## config.mk

```make
export PLATFORM = sky130hd
export DESIGN_NAME = mesh_seq
export DESIGN_NICKNAME = d
export VERILOG_FILES = /design/src/rtl/mesh_seq.sv
export SDC_FILE = /design/constraint.sdc
export NUM_CORES = 1
export LEC_CHECK = 0
export ABC_AREA = 0
export ABC_CLOCK_PERIOD_IN_PS = 10100
export BUFFER_PORTS_ARGS = -buffer_cell sky130_fd_sc_hd__buf_2
export CAP_MARGIN = 20
export CORE_ASPECT_RATIO = 0.8
export CORE_MARGIN = 1.5
export CORE_UTILIZATION = 55
export DETAILED_ROUTE_END_ITERATION = 10
export GPL_TIMING_DRIVEN = 0
export HOLD_SLACK_MARGIN = 0.08
export PLACE_DENSITY = 0.95
export SKIP_LAST_GASP = 1
export SYNTH_ARGS = -nofsm -noshare
export SYNTH_HDL_FRONTEND = slang
export SYNTH_SLANG_ARGS = --single-unit
```

## constraint.sdc

```tcl
create_clock -name clk -period 10.1 [get_ports clk]
set_clock_uncertainty 0.15 [all_clocks]
set_input_delay 1.515 -clock clk [delete_from_list [all_inputs] [get_ports clk]]
set_output_delay 1.515 -clock clk [all_outputs]
set_load 0.01 [all_outputs]
```

## src/rtl/mesh_seq.sv

```systemverilog
// Sequencer for the MAC mesh: iterated x(k+1) = M * x(k) with ping-pong vector banks.
// Generates mesh clears/accumulate selects, matrix/vector BRAM addresses and bank write enables.
//
// state | meaning
// IDLE  | waiting for start; all controls low
// CLR   | clear every node accumulator
// FEED  | stream column k of M and element k of x into the mesh
// DRAIN | let the systolic stagger and MAC pipeline finish
// WB    | route node results to the destination bank, one per cycle
// SWAP  | flip source bank, count the iteration
// DONE  | one-cycle done pulse, final bank reported
module mesh_seq #(
   parameter int IDX_WIDTH_FOR_NODES = 6,
   parameter int NUM_NODES           = 2**IDX_WIDTH_FOR_NODES,
   parameter int MAC_LAT             = 3,
   parameter int ITER_WIDTH          = 8
) (
   input  logic                           clk,
   input  logic                           rst,
   input  logic                           start,
   input  logic [ITER_WIDTH-1:0]          iters,
   input  logic                           init_mode,
   output logic                           busy,
   output logic                           done,
   output logic                           res_bank,
   output logic [NUM_NODES-1:0]           sclrs,
   output logic [NUM_NODES-1:0]           csels,
   output logic [1:0]                     asel,
   output logic [IDX_WIDTH_FOR_NODES-1:0] ressel,
   output logic [1:0]                     dinsel,
   output logic [IDX_WIDTH_FOR_NODES-1:0] mbram_addr,
   output logic [IDX_WIDTH_FOR_NODES-1:0] vb_raddr,
   output logic                           vbram0_we,
   output logic                           vbram1_we,
   output logic [IDX_WIDTH_FOR_NODES-1:0] vb_waddr
);

   localparam int TMR_W = $clog2(NUM_NODES + MAC_LAT + 2) + 1;
   localparam logic [TMR_W-1:0] FEED_LD  = TMR_W'(NUM_NODES - 1);
   localparam logic [TMR_W-1:0] DRAIN_LD = TMR_W'(NUM_NODES + MAC_LAT - 1);
   localparam logic [TMR_W-1:0] WB_LD    = TMR_W'(NUM_NODES);
   localparam logic [TMR_W-1:0] N_T      = TMR_W'(NUM_NODES);

   typedef enum logic [2:0] {
      S_IDLE, S_CLR, S_FEED, S_DRAIN, S_WB, S_SWAP, S_DONE
   } state_t;

   state_t                state, state_nxt;
   logic [TMR_W-1:0]      tmr, tmr_ld;
   logic                  src;
   logic [ITER_WIDTH-1:0] iter_cnt, iters_q;
   logic                  init_q;
   logic [TMR_W-1:0]      feed_pos, drain_pos, wb_pos, wb_prev;
   int                    rel;

   // Positions within a state are recovered from the down-counter.
   assign feed_pos  = FEED_LD - tmr;
   assign drain_pos = DRAIN_LD - tmr;
   assign wb_pos    = WB_LD - tmr;
   assign wb_prev   = wb_pos - 1'b1;
   assign dinsel    = 2'b00;

   always_comb begin
      tmr_ld = '0;
      case (state_nxt)
         S_FEED:  tmr_ld = FEED_LD;
         S_DRAIN: tmr_ld = DRAIN_LD;
         S_WB:    tmr_ld = WB_LD;
         default: tmr_ld = '0;
      endcase
   end

   always_ff @(posedge clk) begin
      if (rst) begin
         state    <= S_IDLE;
         tmr      <= '0;
         src      <= 1'b0;
         iter_cnt <= '0;
         iters_q  <= '0;
         init_q   <= 1'b0;
         res_bank <= 1'b0;
      end else begin
         state <= state_nxt;
         if (state != state_nxt)
            tmr <= tmr_ld;
         else if (tmr != '0)
            tmr <= tmr - 1'b1;
         case (state)
            S_IDLE: begin
               if (start) begin
                  iters_q  <= iters;
                  init_q   <= init_mode;
                  src      <= 1'b0;
                  iter_cnt <= '0;
                  if (iters == '0)
                     res_bank <= 1'b0;
               end
            end
            S_SWAP: begin
               src      <= ~src;
               iter_cnt <= iter_cnt + 1'b1;
               if (state_nxt == S_DONE)
                  res_bank <= ~src;
            end
            default: ;
         endcase
      end
   end

   always_comb begin
      state_nxt = state;
      case (state)
         S_IDLE:  if (start) state_nxt = (iters == '0) ? S_DONE : S_CLR;
         S_CLR:   state_nxt = S_FEED;
         S_FEED:  if (tmr == '0) state_nxt = S_DRAIN;
         S_DRAIN: if (tmr == '0) state_nxt = S_WB;
         S_WB:    if (tmr == '0) state_nxt = S_SWAP;
         S_SWAP:  state_nxt = (({1'b0, iter_cnt} + 1'b1) == {1'b0, iters_q}) ? S_DONE : S_CLR;
         S_DONE:  state_nxt = S_IDLE;
         default: state_nxt = S_IDLE;
      endcase
   end

   // Controls are gated by rst so nothing, in particular no bank write, escapes a reset cycle.
   always_comb begin
      busy       = 1'b0;
      done       = 1'b0;
      sclrs      = '0;
      csels      = '0;
      asel       = 2'b00;
      ressel     = '0;
      mbram_addr = '0;
      vb_raddr   = '0;
      vbram0_we  = 1'b0;
      vbram1_we  = 1'b0;
      vb_waddr   = '0;
      rel        = -1;
      if (!rst) begin
         case (state)
            S_CLR: begin
               busy  = 1'b1;
               sclrs = '1;
            end
            S_FEED: begin
               busy       = 1'b1;
               mbram_addr = feed_pos[IDX_WIDTH_FOR_NODES-1:0];
               vb_raddr   = feed_pos[IDX_WIDTH_FOR_NODES-1:0];
               asel       = {init_q && (iter_cnt == '0), src};
               rel        = int'(feed_pos);
            end
            S_DRAIN: begin
               busy = 1'b1;
               rel  = NUM_NODES + int'(drain_pos);
            end
            S_WB: begin
               busy = 1'b1;
               if (wb_pos < N_T)
                  ressel = wb_pos[IDX_WIDTH_FOR_NODES-1:0];
               if (wb_pos != '0) begin
                  vb_waddr  = wb_prev[IDX_WIDTH_FOR_NODES-1:0];
                  vbram0_we = src;
                  vbram1_we = ~src;
               end
            end
            S_SWAP: busy = 1'b1;
            S_DONE: done = 1'b1;
            default: ;
         endcase
      end
      // Node i sees element k at FEED-relative cycle k+1+i.
      for (int i = 0; i < NUM_NODES; i++)
         csels[i] = (rel > i) && (rel <= i + NUM_NODES);
   end

endmodule

```

# Word level (Yosys, flattened, before mapping)
# Cells that the tools add are included.
[word_totals]
register_bits = 30
out_inout_bits = 161
inputBits = 12
word_cells = 279
[op_classes]
bitwise = 1
n_addsub = 8
reduce_logical = 77
n_lt_le_gt_ge = 129
n_eq_ne = 15
n_mux = 42
[ops]
columns = ["op", "count"]
rows = [
  ["$le A32 B8 Y1 const B", 64],
  ["$gt A32 B7 Y1 const B", 32],
  ["$gt A32 B6 Y1 const B", 16],
  ["$gt A32 B5 Y1 const B", 8],
  ["$gt A32 B4 Y1 const B", 4],
  ["$mux W64", 2],
  ["$logic_and A1 B1 Y1", 65],
  ["$gt A32 B3 Y1 const B", 2],
  ["$pmux W32 S2", 1],
  ["$mux W6", 8],
  ["$gt A32 B1 Y1 const B", 1],
  ["$gt A32 B2 Y1 const B", 1],
  ["$mux W32", 1],
  ["$logic_not A8 Y1", 3],
  ["$mux W8", 3],
  ["$pmux W7 S3", 1],
  ["$mux W3", 6],
  ["$pmux W3 S6", 1],
  ["$pmux W8 S2", 1],
  ["$reduce_bool A8 Y1", 2],
  ["$sub A7 B8 Y8 const A", 2],
  ["$eq A3 B3 Y1 const B", 5],
  ["$mux W1", 14],
  ["$eq A3 B2 Y1 const B", 4],
  ["other kinds (19)", 25],
]

# Logic depth before layout (Yosys ltp)
# Gate-level depths: netlist of the first run.
[logic_depth]
depth_word = 7
mapped_depth = 13
mapped_depth_nobuf = 11

# Worst setup path after synthesis of the first run
# No wires, ideal clock.
[synth_path]
path_type = "input to output"
start = "in rst"
end = "out csels[40]"
required_ns = 8.435
path_buffers = 1
arrival_time_ns = 3.576
path_stages = 8
setup_slack_ns = 4.859
cell_sequence = "nor3b_2 > o2111ai_1 > a2111o_1 > or3_1 > a21oi_1 > nor4bb_1 > buf_4 > a221oi_2"
[synth_between]
elab_chain_len = 3
word_cells_on_any_way = 4
cone_classes = "2 x order compare; 1 x mux; 1 x reduce/logical"
[synth_rtl]
columns = ["item", "line", "source"]
rows = [
  ["start: declaration", "19", "input logic rst,"],
  ["$mux W32 (*)", "138", "if (!rst) begin"],
  ["$gt A32 B7 Y1 or $le A32 B8 Y1 (tied branches)", "172", "csels[i] = (rel > i) && (rel <= i + NUM_NODES);"],
  ["$logic_and A1 B1 Y1 (*)", "172", ""],
  ["end: declaration", "27", "output logic [NUM_NODES-1:0] csels,"],
]
# Every way passes the cells marked *; elsewhere a longest branch is shown, timed or not.

# Worst setup path in the final report of the first run
[layout_path]
start = "in rst"
end = "out csels[42]"
# The elaborated chain is that of the path after synthesis.

==> key figures, run 1 <==
Clock tree
  – Clock latency on the worst-skew pair: 0.28 ns
  – CTS tree: yes
  – Clock transition at path regs: 0.05 ns
  – Number of setup buffers added after CTS: 0
  – Num CTS Buffers: 5
  – Cts repair resizes: 0
  – CTS H-tree depth: 2
  – Root Driver: clkbuf_16
  – Clock tree sinks: 30
  – Clock Tree Buf Depth: 2
  – Hold buffer count at CTS: 0

Power and ir drop
  – Tot Pwr: 1.59 mW
  – Worst vdd ir: 134 uV
  – Pleak: 2.93 nW
  – PwrDens: 238 nW/um2

Logic synthesis
  – Leading post-synthesis cells by instance count: nor2_1, nand2_1, buf_4
  – Async SR Flop Fraction: 0%
  – Largest area contributor in the netlist: dfxtp_1
  – Number of synthesized flops with an enable pin: 0
  – Top cells by area, synth: dfxtp_1, buf_4, nor2_1
  – Syn Inst Count: 837
  – YS warnings: 0
  – Sequential fraction of the synthesis area: 11.0%
  – Synthesized area: 5470 um2
  – Library cells used by synthesis: 87
  – Syn Area/Cell: 6.53 um2
  – Ys flop type: dfxtp_1
  – #FFs+latches synth: 30
  – Top-count cell post-synth: nor2_1
  – Top cell type's share of synthesized area: 11.0%

Placed design
  – Pre-CTS WS: 3.81 ns
  – Port bufs: 170
  – DP HPWL: 18500 um
  – Placed insts: 1144
  – GP Congestion: 1.11

STA
  – Setup tns final: 0 ns
  – Slew at the pin with the worst max-slew slack: 1.17 ns
  – Tmin final: 6.69 ns
  – Final worst-path cycle share: 66.2%
  – Final Hold Vio Count: 0
  – Rel. slew slack: 21.6%
  – Achievable frequency: 150 MHz
  – # setup viols final: 0
  – RSZ-0062 raised after global routing: false
  – Setup WS post-layout: 3.41 ns
  – Slew Viols, Final: 0

Hold path
  – Hold Crit Class: reg2reg

Global routing
  – GRT Util Overall: 44.7%
  – Initial antenna violation count: 0
  – Vias in the first global route: 6742
  – Grt ovf: 0
  – Pin count of the biggest net entering global routing: 66
  – First-pass GRT wire length: 36600 um

Drt
  – DR vias/cell: 6.65
  – Remaining DRCs: 1
  – Drt first pass iters: 11
  – Post-Route WL: 24400 um
  – Detail Route Antenna Nets: 0
  – Avg WL per Cell: 21.2 um
  – DRT iter0 DRCs: 1398
  – Via count: 7658

Floorplan
  – Initial Util: 56.7%
  – # IOs: 173
  – Core footprint: 9650 um2
  – Die W: 114 um
  – Row count: 32
  – DIE HEIGHT: 92.2 um
  – Die footprint: 10600 um2

Layout
  – Layout area overhead: 22.0%
  – Fillers: 823
  – Non-filler cells, final: 1152
  – Layout cells sized above 1: 31.0%
  – Ant. Diodes: 0
  – # nets final: 1035

Outcome
  – Violated checks: DRC
  – Outcome: finished, violations left

Worst setup path
  – Required @ worst endpoint: 8.44 ns
  – R2R Setup Slk: 7.24 ns
  – Crit path kind: in2out
  – Critical path capture point type: output port
  – CP Max Fanout: 9
  – CP Launch Type: input port
  – Critical Path AT: 5.02 ns

Flow run
  – Max capacitance violation total: 0
==> cells in the final DEF (no fill, tap or decap), types with 6 or more instances in the layout <==
cell type  instances
a211oi_1          14
a21oi_1           65
a221oi_1          10
a31oi_1           16
and2_1             7
and3_1            11
buf_2            181
buf_4             76
clkbuf_1          30
dfxtp_1           30
ha_1               7
inv_1             13
nand2_1           95
nand2b_1           9
nand3_1           41
nand4_1           17
nor2_1           108
nor2b_1           11
nor3_1            33
nor4_1            11
o21a_1             6
o21ai_0           42
o21ai_1            6
o22ai_1            6
o31ai_1            7
or3_1              8
xnor2_1           22
xor2_1             8
==> per-layer routing <==
metal	GRT usage, %	up-vias	routed length, um
met2	64.2	726	9670
met3	21.5	147	4470
li1	-	3347	-
met4	14.8	2	1060
met1	57.7	3436	9130
met5	3.59	-	46
==> cells by family (layout without fill, tap and decap cells) <==
| group | Yosys count | after routing | share of synthesized area, % |
|---|---|---|---|
| other | 1 | 2 | 0.0686 |
| multiplexers | 7 | 7 | 1.33 |
| adder cells (fa/ha/maj) | 7 | 7 | 1.60 |
| AND/OR/NAND/NOR | 383 | 383 | 35.0 |
| buffers and inverters | 139 | 317 | 15.7 |
| flip-flops | 30 | 30 | 11.0 |
| XOR/XNOR | 30 | 30 | 4.81 |
| AO/OA/AOI/OAI | 240 | 240 | 30.5 |
==> power by group <==
part	switching, mW	internal, mW
logic	0.831	0.423
clock network	0.0536	0.122
registers	0.0163	0.141
total	0.901	0.686
==> area by class of cell <==
type                       count  area [um2]  area share [%]
buffer                       125         806            12.1
clock buffer                   6         139            2.08
clock inverter                 1        30.0           0.450
inverter                      14        52.6           0.788
multi-input combinational    669        4010            60.2
sequential                    30         601            9.01
tap                          136         170            2.55
timing repair buffer         171         858            12.9
==> critical path, stage by stage <==
cell and delay [ns]:
buf_2 0.14, or3b_1 0.44, a21oi_1 0.80, nand2_1 0.48, o31ai_1 0.83, nor4bb_1 0.16
buf_4 0.22, a221oi_2 0.26, buf_2 0.18
==> per-stage QoR <==
| step | utilization, % | instance area, um2 | hold WS (ns) |
|---|---|---|---|
| final | 69.1 | 6670 | 0.322 |
| after global placement | 67.3 | 6490 | 0.308 |
| after CTS | 69.0 | 6660 | 0.320 |
| after detailed placement | 67.3 | 6490 | 0.312 |
| after floorplan | - | 5470 | 0.287 |
| after global routing | 69.1 | 6670 | 0.347 |
==> state kept, by name, summed over array words and instances (netlist names) <==
signal	flops
iters_q	8
state	3
iter_cnt	8
res_bank	1
tmr	8
init_q	1
src	1
==> final timing paths <==
check / depth (start not counted) / from / end
max: 9 / rst / csels[42]
min: 2 / init_q / init_q
max reg2reg: 9 / tmr[0] / tmr[4]
min reg2reg: 2 / init_q / init_q
Power figures use the tool's default switching activity.
==> run 2, diff against run 1 <==
--- a/config.mk
+++ b/config.mk
@@ -6,16 +6,16 @@
 export NUM_CORES = 1
 export LEC_CHECK = 0
 export ABC_AREA = 0
-export ABC_CLOCK_PERIOD_IN_PS = 10100
+export ABC_CLOCK_PERIOD_IN_PS = 7000
 export BUFFER_PORTS_ARGS = -buffer_cell sky130_fd_sc_hd__buf_2
 export CAP_MARGIN = 20
 export CORE_ASPECT_RATIO = 0.8
 export CORE_MARGIN = 1.5
-export CORE_UTILIZATION = 55
+export CORE_UTILIZATION = 53
 export DETAILED_ROUTE_END_ITERATION = 10
 export GPL_TIMING_DRIVEN = 0
 export HOLD_SLACK_MARGIN = 0.08
-export PLACE_DENSITY = 0.95
+export PLACE_DENSITY = 0.93
 export SKIP_LAST_GASP = 1
 export SYNTH_ARGS = -nofsm -noshare
 export SYNTH_HDL_FRONTEND = slang
==> constraint.sdc (replaced) <==
create_clock -name clk -period 7 [get_ports clk]
set_clock_uncertainty 0.15 [all_clocks]
set_input_delay 1.05 -clock clk [delete_from_list [all_inputs] [get_ports clk]]
set_output_delay 1.05 -clock clk [all_outputs]
set_load 0.01 [all_outputs]
==> run 2 against run 1 <==
The run now ends clean. Utilization is 1.0 points lower. Highest routed layer is now met4. Combinational power is 44% higher. Global-route usage is 1.2 points lower. Worst setup slack worse by 2.4 ns. Critical endpoint is now csels[62]. Die area is 3.7% higher. Register-to-register slack worse by 3.1 ns. Critical path depth is 4 higher. Power is 46% higher. Non-clock buffer count is 1 higher. Critical path type is now reg2out.
==> key figures, run 2 (synthesis results as in run 1) <==
Worst setup path
  – Crit Reg-Reg Startpoint: state[0]
  – Required @ worst endpoint: 5.80 ns
  – CP Max Fanout: 10
  – Crit path kind: reg2out
  – Critical Path AT: 4.74 ns
  – CP Launch Type: register
  – Reg2reg end: tmr[4]
  – R2R Setup Slk: 4.18 ns
  – Critical path capture point type: output port
  – Cell count of the worst reg-to-reg path: 6

STA
  – Setup tns final: 0 ns
  – Slew Viols, Final: 0
  – Final worst-path cycle share: 84.8%
  – # setup viols final: 0
  – Final Hold Vio Count: 0
  – Achievable frequency: 168 MHz
  – Tmin final: 5.94 ns
  – RSZ-0062 raised after global routing: false
  – Slew at the pin with the worst max-slew slack: 1.21 ns
  – Rel. slew slack: 18.9%

Floorplan
  – Die W: 117 um
  – DIE HEIGHT: 93.8 um
  – Row count: 32
  – Initial Util: 55.5%
  – # IOs: 173
  – Core footprint: 9850 um2
  – Die footprint: 10900 um2

Power and ir drop
  – Sw Pwr: 1.29 mW
  – Int Power: 1.03 mW
  – Clock share of power: 12.7%
  – Worst vdd ir: 225 uV
  – Tot Pwr: 2.32 mW
  – Share of power burned in registers: 9.8%
  – Pleak: 2.95 nW
  – Combinational Power Share: 77.6%
  – Switching Share: 55.6%
  – PwrDens: 345 nW/um2

Global routing
  – First-pass GRT wire length: 36600 um
  – Vias in the first global route: 6783
  – Grt ovf: 0
  – Initial antenna violation count: 0
  – GRT Util Overall: 43.5%
  – Pin count of the biggest net entering global routing: 66

Drt
  – DR vias/cell: 6.64
  – Drt first pass iters: 7
  – Remaining DRCs: 0
  – Detail Route Antenna Nets: 0
  – Avg WL per Cell: 21.3 um
  – DRT iter0 DRCs: 1374
  – Post-Route WL: 24500 um
  – Via count: 7657

Clock tree
  – Clock latency on the worst-skew pair: 0.28 ns
  – Num CTS Buffers: 5
  – Clock tree sinks: 30
  – Clock Tree Buf Depth: 2
  – CTS tree: yes
  – Number of setup buffers added after CTS: 0
  – Cts repair resizes: 0
  – CTS H-tree depth: 2
  – Root Driver: clkbuf_16
  – Hold buffer count at CTS: 0
  – Clock transition at path regs: 0.05 ns

Layout
  – Commonest non-fill, non-tap cell in the layout: buf_2
  – # nets final: 1036
  – Layout cells sized above 1: 31.1%
  – Biggest regs: iter_cnt (8), iters_q (8), tmr (8)
  – Layout area overhead: 22.7%
  – Most frequent cells in the layout: buf_2, nor2_1, nand2_1, buf_4, a21oi_1
  – Ant. Diodes: 0

Placed design
  – DP HPWL: 18600 um
  – GP Congestion: 1.10
  – Port bufs: 170

Hold path
  – Worst Hold Path EP: iters_q[5]
  – Hold_sp: iters_q[5]
  – Hold Crit Depth: 2
  – Hold Crit Class: reg2reg

Flow run
  – Max capacitance violation total: 0

Outcome
  – Outcome: completed
run 2: changes by cell type in the layout (fill, tap and decap cells not counted), sizes merged:
cell / previous run / this run
bufinv: 1 / 2
buf: 265 / 266
run 2: worst max path at each step:
stage           start         to  slack, ns  cells past startpoint
3_5_place_dp      rst  csels[42]       1.48                      9
5_1_grt        tmr[4]  csels[18]       1.05                     14
3_3_place_gp      rst  csels[45]       1.48                      9
4_1_cts        tmr[4]  csels[25]       1.35                     13
6_report       tmr[4]  csels[62]       1.06                     13
2_1_floorplan  tmr[5]   csels[3]       2.49                     12
run 2: layer usage:
layer / wire (um) / track usage [%] / up-vias
met2: 9620 / 62.2 / 689
met3: 4340 / 23.0 / 171
met5: 0 / 0 / -
met4: 1240 / 15.0 / 0
met1: 9330 / 55.3 / 3435
li1: - / - / 3362
run 2: worst max-delay path, stage by stage (launching register included):
cell and delay (ns):
dfxtp_1 0.29, buf_2 0.21, or4_4 0.56, o21ai_0 0.23, xnor2_1 0.15, ha_1 0.25
mux2i_1 0.38, nor2_1 0.21, nor2_1 0.52, nand3_1 0.37, nor4_1 0.50, o221ai_1 0.28
a221oi_1 0.30, buf_2 0.19
run 2: power by group through the flow:
stage	Sequential, mW	Clock [mW]	Combinational, mW
finish	0.226	0.294	1.80
global route	0.228	0.301	1.89
CTS	0.225	0.293	1.70
detailed placement	0.228	0	1.68
global placement	0.227	0	1.68
floorplan	0.222	0	1.23
run 2: area by class of cell:
cell class,count,area [um2]
Timing Repair Buffer,172,866
Sequential cell,30,601
Clock inverter,2,60.1
Clock buffer,6,139
Multi-Input combinational cell,669,4010
Tap cell,136,170
Buffer,125,806
Fill cell,849,3140
Inverter,14,52.6
run 2: per-stage QoR:
step,hold WS (ns),util (%),area (um2),instances,worst slack (ns)
finish,0.320,68.1,6710,1154,1.06
global route,0.333,68.1,6710,1154,1.05
CTS,0.317,67.9,6690,1152,1.35
detailed placement,0.310,65.9,6490,1144,1.48
global placement,0.307,65.9,6490,1144,1.48
floorplan,0.287,-,5470,838,2.49
==> run 3, diff against run 2 <==
--- a/config.mk
+++ b/config.mk
@@ -6,16 +6,16 @@
 export NUM_CORES = 1
 export LEC_CHECK = 0
 export ABC_AREA = 0
-export ABC_CLOCK_PERIOD_IN_PS = 7000
+export ABC_CLOCK_PERIOD_IN_PS = 5100
 export BUFFER_PORTS_ARGS = -buffer_cell sky130_fd_sc_hd__buf_2
 export CAP_MARGIN = 20
 export CORE_ASPECT_RATIO = 0.8
 export CORE_MARGIN = 1.5
-export CORE_UTILIZATION = 53
+export CORE_UTILIZATION = 48
 export DETAILED_ROUTE_END_ITERATION = 10
 export GPL_TIMING_DRIVEN = 0
 export HOLD_SLACK_MARGIN = 0.08
-export PLACE_DENSITY = 0.93
+export PLACE_DENSITY = 0.89
 export SKIP_LAST_GASP = 1
 export SYNTH_ARGS = -nofsm -noshare
 export SYNTH_HDL_FRONTEND = slang
==> constraint.sdc (replaced) <==
create_clock -name clk -period 5.1 [get_ports clk]
set_clock_uncertainty 0.15 [all_clocks]
set_input_delay 0.765 -clock clk [delete_from_list [all_inputs] [get_ports clk]]
set_output_delay 0.765 -clock clk [all_outputs]
set_load 0.01 [all_outputs]
==> run 3 against run 2 <==
Cell area grew 2.3%. Critical endpoint is now csels[20]. The flow now finishes with violations (setup timing). Largest cell class unchanged. Cell count grew 0.95%. Combinational power grew 44%. Critical path depth shrank 2. Highest routed layer is now met5. Die area grew 10%. Wire length grew 6.0%. Critical path type unchanged.
==> key figures, run 3 (synthesis results as in run 1) <==
Outcome
  – Violated checks: setup timing
  – Outcome: finished, violations left

Floorplan
  – Core footprint: 11000 um2
  – Initial Util: 49.8%
  – Die footprint: 12000 um2
  – DIE HEIGHT: 98.5 um
  – Die W: 122 um
  – # IOs: 173
  – Row count: 34

Power and ir drop
  – Combinational Power Share: 79.5%
  – Clock share of power: 11.0%
  – Int Power: 1.38 mW
  – Pleak: 2.99 nW
  – PwrDens: 476 nW/um2
  – Worst vdd ir: 267 uV
  – Tot Pwr: 3.27 mW
  – Share of power burned in registers: 9.5%
  – Switching Share: 57.9%
  – Sw Pwr: 1.89 mW

Clock tree
  – CTS H-tree depth: 2
  – Root Driver: clkbuf_16
  – Num CTS Buffers: 5
  – Clock Tree Buf Depth: 2
  – Clock transition at path regs: 0.05 ns
  – Clock tree sinks: 30
  – Hold buffer count at CTS: 0
  – Clock latency on the worst-skew pair: 0.29 ns
  – CTS tree: yes

Global routing
  – Initial antenna violation count: 1
  – GRT Util Overall: 41.2%
  – Vias in the first global route: 6869
  – First-pass GRT wire length: 38300 um
  – Grt ovf: 0
  – Pin count of the biggest net entering global routing: 66

Layout
  – Storage cell area: 601 um2
  – # nets final: 1040
  – Fillers: 1036
  – Most frequent cells in the layout: buf_2, nor2_1, nand2_1, buf_4, a21oi_1
  – Layout cells sized above 1: 33.9%
  – Commonest non-fill, non-tap cell in the layout: buf_2
  – Area of the multi-input gates: 4150 um2
  – Biggest regs: iter_cnt (8), iters_q (8), tmr (8)
  – Layout area overhead: 25.5%
  – Ant. Diodes: 0
  – Final Core Density: 62.5%

Worst setup path
  – Critical Path AT: 4.27 ns
  – CP Max Fanout: 10
  – Worst-path cell chain: buf_2, inv_1, ha_1, mux2_2, nand4_1, nor2_2, nand2_1, nor3_2, nand3_1, a211oi_1, buf_2
  – CP Launch Type: register
  – Critical path capture point type: output port
  – Crit path kind: reg2out
  – Required @ worst endpoint: 4.18 ns
  – CP max stage cell: nor2_2
  – Most common cell on crit path: buf_2
  – Critical path's largest stage delay: 0.61 ns

Drt
  – Drt first pass iters: 11
  – Via count: 7776
  – DR vias/cell: 6.67
  – Avg WL per Cell: 22.3 um
  – Post-Route WL: 26000 um
  – DRT iter0 DRCs: 1606
  – Remaining DRCs: 0
  – Detail Route Antenna Nets: 0

STA
  – Setup WS post-layout: -0.0881 ns
  – RSZ-0062 raised after global routing: true
  – Rel. slew slack: 20.3%
  – Achievable frequency: 193 MHz
  – Setup tns final: -0.473 ns
  – Tmin final: 5.19 ns
  – Slew at the pin with the worst max-slew slack: 1.18 ns
  – # setup viols final: 10
  – Final worst-path cycle share: 102%
  – Final Hold Vio Count: 0
  – Hold Slack: 0.318 ns
  – Slew Viols, Final: 0

Placed design
  – Port bufs: 170
  – DP HPWL: 19500 um
  – GP Congestion: 1.08
  – Pre-CTS WS: 0.0395 ns

Hold path
  – Hold Crit Class: reg2reg

Flow run
  – Max capacitance violation total: 0
-- run 3: changes by cell type in the layout (fill, tap and decap cells not counted), sizes merged --
cell,previous run,this run
buf,266,271
clkbuf,37,36
bufinv,2,1
-- run 3: through the flow --
step	std cells	instance area (um2)
finish	1165	6860
global route	1165	6860
CTS	1160	6730
detailed placement	1153	6510
global placement	1152	6500
floorplan	838	5470
-- run 3: worst paths after layout --
check             start         end  slack, ns  depth (start not counted)
max              tmr[1]   csels[20]      -0.09                         11
min          iters_q[6]  iters_q[6]       0.32                          2
max reg2reg    state[0]      tmr[4]       2.29                          6
min reg2reg  iters_q[6]  iters_q[6]       0.32                          2
-- run 3: area by class of cell --
class | count | share of cell area (%)
multi-input combinational | 669 | 60.5
timing repair buffer | 176 | 13.0
buffer | 125 | 11.9
sequential | 30 | 8.75
tap | 144 | 2.63
clock buffer | 6 | 2.02
inverter | 14 | 0.766
clock inverter | 1 | 0.438
-- run 3: critical path, delay by kind of cell (launching register included) --
kind            cells  cell delay (ns)
compound gates      1             0.29
fa+ha+maj           1             0.44
buf+inv             3             0.55
flops               1             0.33
mux                 1             0.34
simple gates        5             2.01
-- run 3: timing repair --
item	CTS	global route
pin swaps	1	2
gates cloned	0	0
setup endpoints to repair	32	47
setup buffers	0	5
resized for setup	13	28
-- run 3: per-layer routing --
metal  global-route usage [%]  wire length, um
met5                     3.33               51
met4                     16.3             1360
met3                     17.8             4660
met2                     57.1            10100
met1                     55.4             9850
-- run 3: power by group through the flow --
stage	logic, mW	registers [mW]	clock network, mW
6_report	2.60	0.309	0.360
5_1_grt	2.70	0.314	0.370
4_1_cts	2.40	0.308	0.359
3_5_place_dp	2.35	0.313	0
3_3_place_gp	2.35	0.311	0
2_1_floorplan	1.69	0.305	0
